===== src/rtl/mem_stage_if.sv =====
// Signal bundle between the memory-stage controller, the EX/MEM and MEM/WB
// registers and the data memory. The slave view belongs to the controller.
interface mem_stage_if;
    logic        valid_in;
    logic        mem_read_in;
    logic        mem_write_in;
    logic [15:0] addr_in;
    logic [15:0] wr_data_in;
    logic        mem_rd;
    logic        mem_wr;
    logic [15:0] mem_addr;
    logic [15:0] mem_wdata;
    logic        mem_stall;
    logic        mem_done;
    logic [15:0] mem_rdata;
    logic        stall_out;
    logic [15:0] read_data_out;
    logic        err_out;

    // Request: mem_rd/mem_wr are held with mem_addr/mem_wdata until a cycle with
    // mem_stall=0; the access then completes on the first cycle mem_done=1.
    modport slave (
        input  valid_in, mem_read_in, mem_write_in, addr_in, wr_data_in,
        input  mem_stall, mem_done, mem_rdata,
        output mem_rd, mem_wr, mem_addr, mem_wdata,
        output stall_out, read_data_out, err_out
    );

    modport master (
        output valid_in, mem_read_in, mem_write_in, addr_in, wr_data_in,
        output mem_stall, mem_done, mem_rdata,
        input  mem_rd, mem_wr, mem_addr, mem_wdata,
        input  stall_out, read_data_out, err_out
    );
endinterface


===== src/rtl/mem_stage_ctrl.sv =====
// Memory-stage controller: issues loads/stores to a stallable data memory,
// freezes the pipeline until completion and flags bad or timed-out accesses.
module mem_stage_ctrl #(
    parameter int TIMEOUT = 64,
    parameter int CNT_W   = 8
) (
    input  logic        clk,
    input  logic        rst,
    mem_stage_if.slave  bus,
    output logic [1:0]  state_dbg_o
);

    typedef enum logic [1:0] {
        S_IDLE = 2'd0,
        S_REQ  = 2'd1,
        S_WAIT = 2'd2,
        S_ERR  = 2'd3
    } state_e;

    localparam logic [CNT_W-1:0] TO_CNT = CNT_W'(TIMEOUT);

    state_e           state_q, state_d;
    logic [CNT_W-1:0] cnt_q, cnt_d, cnt_inc;
    logic [15:0]      req_addr_q, req_addr_d;
    logic [15:0]      req_wdata_q, req_wdata_d;
    logic             req_rd_q, req_rd_d;
    logic             req_wr_q, req_wr_d;
    logic [15:0]      rdata_q, rdata_d;

    logic        op, bad, accept;
    logic        rd_cmpl;
    logic        rd_c, wr_c, stall_c;
    logic [15:0] addr_c, wdata_c, read_data_c;

    always_ff @(posedge clk) begin
        if (!rst) begin
            state_q     <= S_IDLE;
            cnt_q       <= '0;
            req_addr_q  <= '0;
            req_wdata_q <= '0;
            req_rd_q    <= 1'b0;
            req_wr_q    <= 1'b0;
            rdata_q     <= '0;
        end else begin
            state_q     <= state_d;
            cnt_q       <= cnt_d;
            req_addr_q  <= req_addr_d;
            req_wdata_q <= req_wdata_d;
            req_rd_q    <= req_rd_d;
            req_wr_q    <= req_wr_d;
            rdata_q     <= rdata_d;
        end
    end

    always_comb begin
        op      = bus.valid_in & (bus.mem_read_in | bus.mem_write_in);
        bad     = op & (bus.addr_in[0] | (bus.mem_read_in & bus.mem_write_in));
        accept  = op & ~bad;
        cnt_inc = cnt_q + CNT_W'(1);

        state_d     = state_q;
        cnt_d       = '0;
        req_addr_d  = req_addr_q;
        req_wdata_d = req_wdata_q;
        req_rd_d    = req_rd_q;
        req_wr_d    = req_wr_q;
        rd_cmpl     = 1'b0;
        rd_c        = 1'b0;
        wr_c        = 1'b0;
        stall_c     = 1'b0;
        addr_c      = req_addr_q;
        wdata_c     = req_wdata_q;

        unique case (state_q)
            S_IDLE: begin
                addr_c  = bus.addr_in;
                wdata_c = bus.wr_data_in;
                if (bad) begin
                    state_d = S_ERR;
                    stall_c = 1'b1;
                end else if (accept) begin
                    rd_c        = bus.mem_read_in;
                    wr_c        = bus.mem_write_in;
                    req_addr_d  = bus.addr_in;
                    req_wdata_d = bus.wr_data_in;
                    req_rd_d    = bus.mem_read_in;
                    req_wr_d    = bus.mem_write_in;
                    if (bus.mem_stall) begin
                        state_d = S_REQ;
                        stall_c = 1'b1;
                    end else if (bus.mem_done) begin
                        rd_cmpl = bus.mem_read_in;
                    end else begin
                        state_d = S_WAIT;
                        stall_c = 1'b1;
                    end
                end
            end
            S_REQ: begin
                rd_c  = req_rd_q;
                wr_c  = req_wr_q;
                cnt_d = cnt_inc;
                if (!bus.mem_stall && bus.mem_done) begin
                    state_d = S_IDLE;
                    rd_cmpl = req_rd_q;
                end else begin
                    stall_c = 1'b1;
                    // A completion in the cycle the limit is hit takes priority.
                    if (cnt_inc == TO_CNT) state_d = S_ERR;
                    else if (!bus.mem_stall) state_d = S_WAIT;
                end
            end
            S_WAIT: begin
                cnt_d   = cnt_inc;
                stall_c = ~(bus.mem_done & ~bus.mem_stall);
                if (bus.mem_done) begin
                    state_d = S_IDLE;
                    rd_cmpl = req_rd_q;
                end else if (cnt_inc == TO_CNT) begin
                    state_d = S_ERR;
                end
            end
            S_ERR: begin
                stall_c = 1'b1;
            end
            default: state_d = S_IDLE;
        endcase

        rdata_d     = rd_cmpl ? bus.mem_rdata : rdata_q;
        read_data_c = rd_cmpl ? bus.mem_rdata : rdata_q;
    end

    // Outputs are held at zero for as long as reset is asserted.
    assign bus.mem_rd        = rst & rd_c;
    assign bus.mem_wr        = rst & wr_c;
    assign bus.mem_addr      = rst ? addr_c : 16'h0000;
    assign bus.mem_wdata     = rst ? wdata_c : 16'h0000;
    assign bus.stall_out     = rst & stall_c;
    assign bus.read_data_out = rst ? read_data_c : 16'h0000;
    assign bus.err_out       = rst & (state_q == S_ERR);
    assign state_dbg_o       = rst ? state_q : S_IDLE;

endmodule


===== src/flat_wrapper.sv =====
// flat-port wrapper written by rule: the top's interface ports become plain ports
module mem_stage_ctrl_flat 
#(
    parameter int TIMEOUT = 64,
    parameter int CNT_W   = 8
)
  (clk, rst, state_dbg_o, bus_valid_in, bus_mem_read_in, bus_mem_write_in, bus_addr_in, bus_wr_data_in, bus_mem_stall, bus_mem_done, bus_mem_rdata, bus_mem_rd, bus_mem_wr, bus_mem_addr, bus_mem_wdata, bus_stall_out, bus_read_data_out, bus_err_out);
  mem_stage_if bus_i ();
  input  logic clk;
  input  logic rst;
  output logic [1:0] state_dbg_o;
  input wire logic [$bits(bus_i.valid_in)-1:0] bus_valid_in;
  input wire logic [$bits(bus_i.mem_read_in)-1:0] bus_mem_read_in;
  input wire logic [$bits(bus_i.mem_write_in)-1:0] bus_mem_write_in;
  input wire logic [$bits(bus_i.addr_in)-1:0] bus_addr_in;
  input wire logic [$bits(bus_i.wr_data_in)-1:0] bus_wr_data_in;
  input wire logic [$bits(bus_i.mem_stall)-1:0] bus_mem_stall;
  input wire logic [$bits(bus_i.mem_done)-1:0] bus_mem_done;
  input wire logic [$bits(bus_i.mem_rdata)-1:0] bus_mem_rdata;
  output wire logic [$bits(bus_i.mem_rd)-1:0] bus_mem_rd;
  output wire logic [$bits(bus_i.mem_wr)-1:0] bus_mem_wr;
  output wire logic [$bits(bus_i.mem_addr)-1:0] bus_mem_addr;
  output wire logic [$bits(bus_i.mem_wdata)-1:0] bus_mem_wdata;
  output wire logic [$bits(bus_i.stall_out)-1:0] bus_stall_out;
  output wire logic [$bits(bus_i.read_data_out)-1:0] bus_read_data_out;
  output wire logic [$bits(bus_i.err_out)-1:0] bus_err_out;
  assign bus_i.valid_in = bus_valid_in;
  assign bus_i.mem_read_in = bus_mem_read_in;
  assign bus_i.mem_write_in = bus_mem_write_in;
  assign bus_i.addr_in = bus_addr_in;
  assign bus_i.wr_data_in = bus_wr_data_in;
  assign bus_i.mem_stall = bus_mem_stall;
  assign bus_i.mem_done = bus_mem_done;
  assign bus_i.mem_rdata = bus_mem_rdata;
  assign bus_mem_rd = bus_i.mem_rd;
  assign bus_mem_wr = bus_i.mem_wr;
  assign bus_mem_addr = bus_i.mem_addr;
  assign bus_mem_wdata = bus_i.mem_wdata;
  assign bus_stall_out = bus_i.stall_out;
  assign bus_read_data_out = bus_i.read_data_out;
  assign bus_err_out = bus_i.err_out;
  mem_stage_ctrl #(.TIMEOUT(TIMEOUT), .CNT_W(CNT_W)) u_core (.clk(clk), .rst(rst), .bus(bus_i), .state_dbg_o(state_dbg_o));
endmodule

===== config.mk =====
export PLATFORM = sky130hd
export DESIGN_NAME = mem_stage_ctrl_flat
export DESIGN_NICKNAME = d
export VERILOG_FILES = /design/src/rtl/mem_stage_if.sv /design/src/rtl/mem_stage_ctrl.sv /design/src/flat_wrapper.sv
export SDC_FILE = /design/constraint.sdc
export NUM_CORES = 1
export LEC_CHECK = 0
export CAP_MARGIN = 15
export CORE_UTILIZATION = 38
export CTS_BUF_LIST = sky130_fd_sc_hd__clkbuf_4
export DETAILED_ROUTE_END_ITERATION = 16
export DONT_BUFFER_PORTS = 1
export PLACE_DENSITY = 0.61
export SLEW_MARGIN = 20
export SYNTH_ARGS = -nofsm -noshare
export SYNTH_HDL_FRONTEND = slang
export SYNTH_SLANG_ARGS = --single-unit

===== constraint.sdc =====
create_clock -name clk -period 4.55 [get_ports clk]
set_input_delay 0.455 -clock clk [delete_from_list [all_inputs] [get_ports clk]]
set_output_delay 0.455 -clock clk [all_outputs]
set_load 0.03 [all_outputs]

==> out/results.ini <==
[clocking]
clock_path_buffers=2
path_clk_slew_ns=0.10
post_cts_resized=0
htreeDepth=3
cts-root-buf=clkbuf_4
postCtsSetupBuffers=0
numCtsBuffers=9
cts_hold_buf=0
cts.sink_count=60
insertion_delay_ns=0.40
cts_tree=yes

[grt]
grt_max_degree=53
grt_pass1_wl_um=11430
grt_pass1_vias=2342
overflow=0
antenna_found_initial=0
grtUsageTotal_pct=17.76

[die]
fp-row-count=31
coreArea_mm2=0.007370
die_x_um=90.02
initial_core_util_pct=39.95
io_pins=109
fp.dieH_um=90.02
dieArea_mm2=0.008104

[pwr]
p_int_uw=880.4
leakage_uw=0.001355
vdd_drop_max_mv=0.1846
clkPwrFrac_pct=24.4
switching_share_pct=38.35
power_density_mw_per_mm2=456.7
p_seq_share_pct=40.5
p_switching_uw=547.6
comb_power_share_pct=35.1

[routing]
first_iter_violations=155
drt-vias-per-instance=5.206
postRouteAntennaNets=0
wl_um=6909
wl_per_cell_um=15.15
vias=2374
post-route-drc-count=0
dr.pass1.iters=6

[finish]
diodes=0
final_common_cell=nand2_1
drive_above_1_share_pct=7.003
syn2layout_area_growth_pct=6.205
layout_common_cells=79 x nand2_1, 60 x dfxtp_1, 57 x nor2_1
final_nets=413

[timing]
drv_slew=0
worst_slack_ns=1.705
fmax_mhz=351.5
min_period_ns=2.845
hold_viol=0
rsz0062_at_grt=no
whs_ns=0.1793
slew_headroom_pct=42.25
clock_skew_ns=0.01147
worstMarginPinSlew_ns=0.8650
setup_tns_ns=0
min_period_over_period_pct=62.52
final-setup-viol-count=0

[synth]
ys_types=46
synthCells=360
syn-cell-area_mm2=0.002944
ys_seq_area_share_pct=40.80
synth_top_area_share_pct=40.80
ys_ff_latch=60
synth.avg_cell_area_um2=8.178
syn_nets=420
synth_top_area_cell=dfxtp_1
ys_top_cells_by_area=dfxtp_1 41%, mux2i_1 16%, nand2_1 10%, nor2_1 7.3%, a21oi_1 5.4%
ys_warn_count=0

[worst_setup_path]
critPathTopFamily=simple AND/OR/NAND/NOR gates
cpMaxStageDelayCell=nor2_1
cp.required_ns=4.09
worstPathMaxFanout=16
crit_type=reg2out
crit_path_cell_trace=inv_1 -> ha_2 -> nand2_1 -> o41ai_2 -> nand4b_1 -> buf_4 -> mux2i_1 -> nor2_1
critPathCaptureType=output port
arrival_ns=2.39
startpoint_type=flop
cp_slowest_stage_delay_ns=0.51
crit_buf_inv=2

[run]
cap_violations=0

[min_path]
hold_class=in2reg

[placed_design]
hpwl_um=4707
place.gp.congestion=0.8121
port-buffer-count=0
dpl_worst_slack_ns=2.117

[run_status]
status=finished, final reports clean

[power by group through the flow]
stage	clock network, µW	registers, µW	logic [µW]
after floorplan	0	585	440
after global placement	0	588	504
after detailed placement	0	590	505
after CTS	368	578	508
after global routing	386	583	543
final	349	578	501
[layout make-up]
type / count / area (µm²)
Tap cell: 99 / 123.9
Clock buffer: 9 / 67.56
Timing Repair Buffer: 5 / 37.54
Clock inverter: 6 / 56.30
Sequential cell: 60 / 1201
Inverter: 4 / 15.01
Multi-Input combinational cell: 273 / 1625
Fill cell: 783 / 4243
[cell families after synthesis]
| kind of cell | Yosys count | share of synthesized area (%) |
|---|---|---|
| AOI/OAI and AO/OA | 55 | 11.81 |
| DFF | 60 | 40.80 |
| and+or+nand+nor | 157 | 22.18 |
| xor gates and xnor gates | 5 | 1.487 |
| adders and majority gates | 6 | 2.465 |
| buffers and inverters | 27 | 4.165 |
| muxes | 50 | 17.08 |
[synthesized netlist by cell type (all sizes together)]
cell type,count
nand2,79
inv,3
mux2i,48
a221oi,1
nand2b,3
o41ai,1
o221ai,1
nor3b,1
maj3,1
o21a,1
or2b,2
a21oi,33
ha,5
mux2,2
nand4,1
nand4b,1
a211o,2
and2,1
xnor2,1
nor4b,1
or3b,1
nand3,3
and3,2
o211a,1
or3,2
a211oi,1
o21ai,4
buf,15
a31oi,1
xor2,4
nor2b,1
o311a,1
dfxtp,60
nand3b,2
a21boi,7
clkbuf,8
o2111ai,1
nor2,57
clkinv,1
[registers in the layout, indices dropped and copies added (netlist names)]
signal and flops:
u_core.rdata_q 16, u_core.req_addr_q 16, u_core.req_wdata_q 16, u_core.cnt_q 8
u_core.state_q 2, u_core.req_rd_q 1, u_core.req_wr_q 1
[path summary, 6_finish.rpt]
path	startpoint	endpoint	slack (ns)	cells after the start
setup / recovery	u_core.state_q[0]	bus_read_data_out[14]	1.71	8
hold reg to reg	u_core.req_addr_q[7]	u_core.req_addr_q[7]	0.46	2
setup reg to reg	u_core.state_q[0]	u_core.rdata_q[14]	2.40	8
hold / removal	bus_addr_in[10]	u_core.req_addr_q[10]	0.18	2
[metal layers]
layer / vias to the layer above / wire [µm] / global-route usage [%]
li1: 1193 / - / -
met1: 1101 / 3211 / 22.32
met2: 69 / 3165 / 27.35
met3: 11 / 418 / 5.245
met4: 0 / 113 / 9.409
met5: - / 0 / 0
[per-stage QoR]
stage | total power (µW) | area [µm²] | utilization, % | instances
finish | 1428 | 3127 | 42.43 | 456
CTS | 1454 | 3127 | 42.43 | 456
global route | 1512 | 3127 | 42.43 | 456
floorplan | 1025 | 2944 | - | 360
detailed placement | 1096 | 3003 | 40.75 | 441
global placement | 1092 | 3003 | 40.75 | 441
Power figures use the tool's default switching activity.
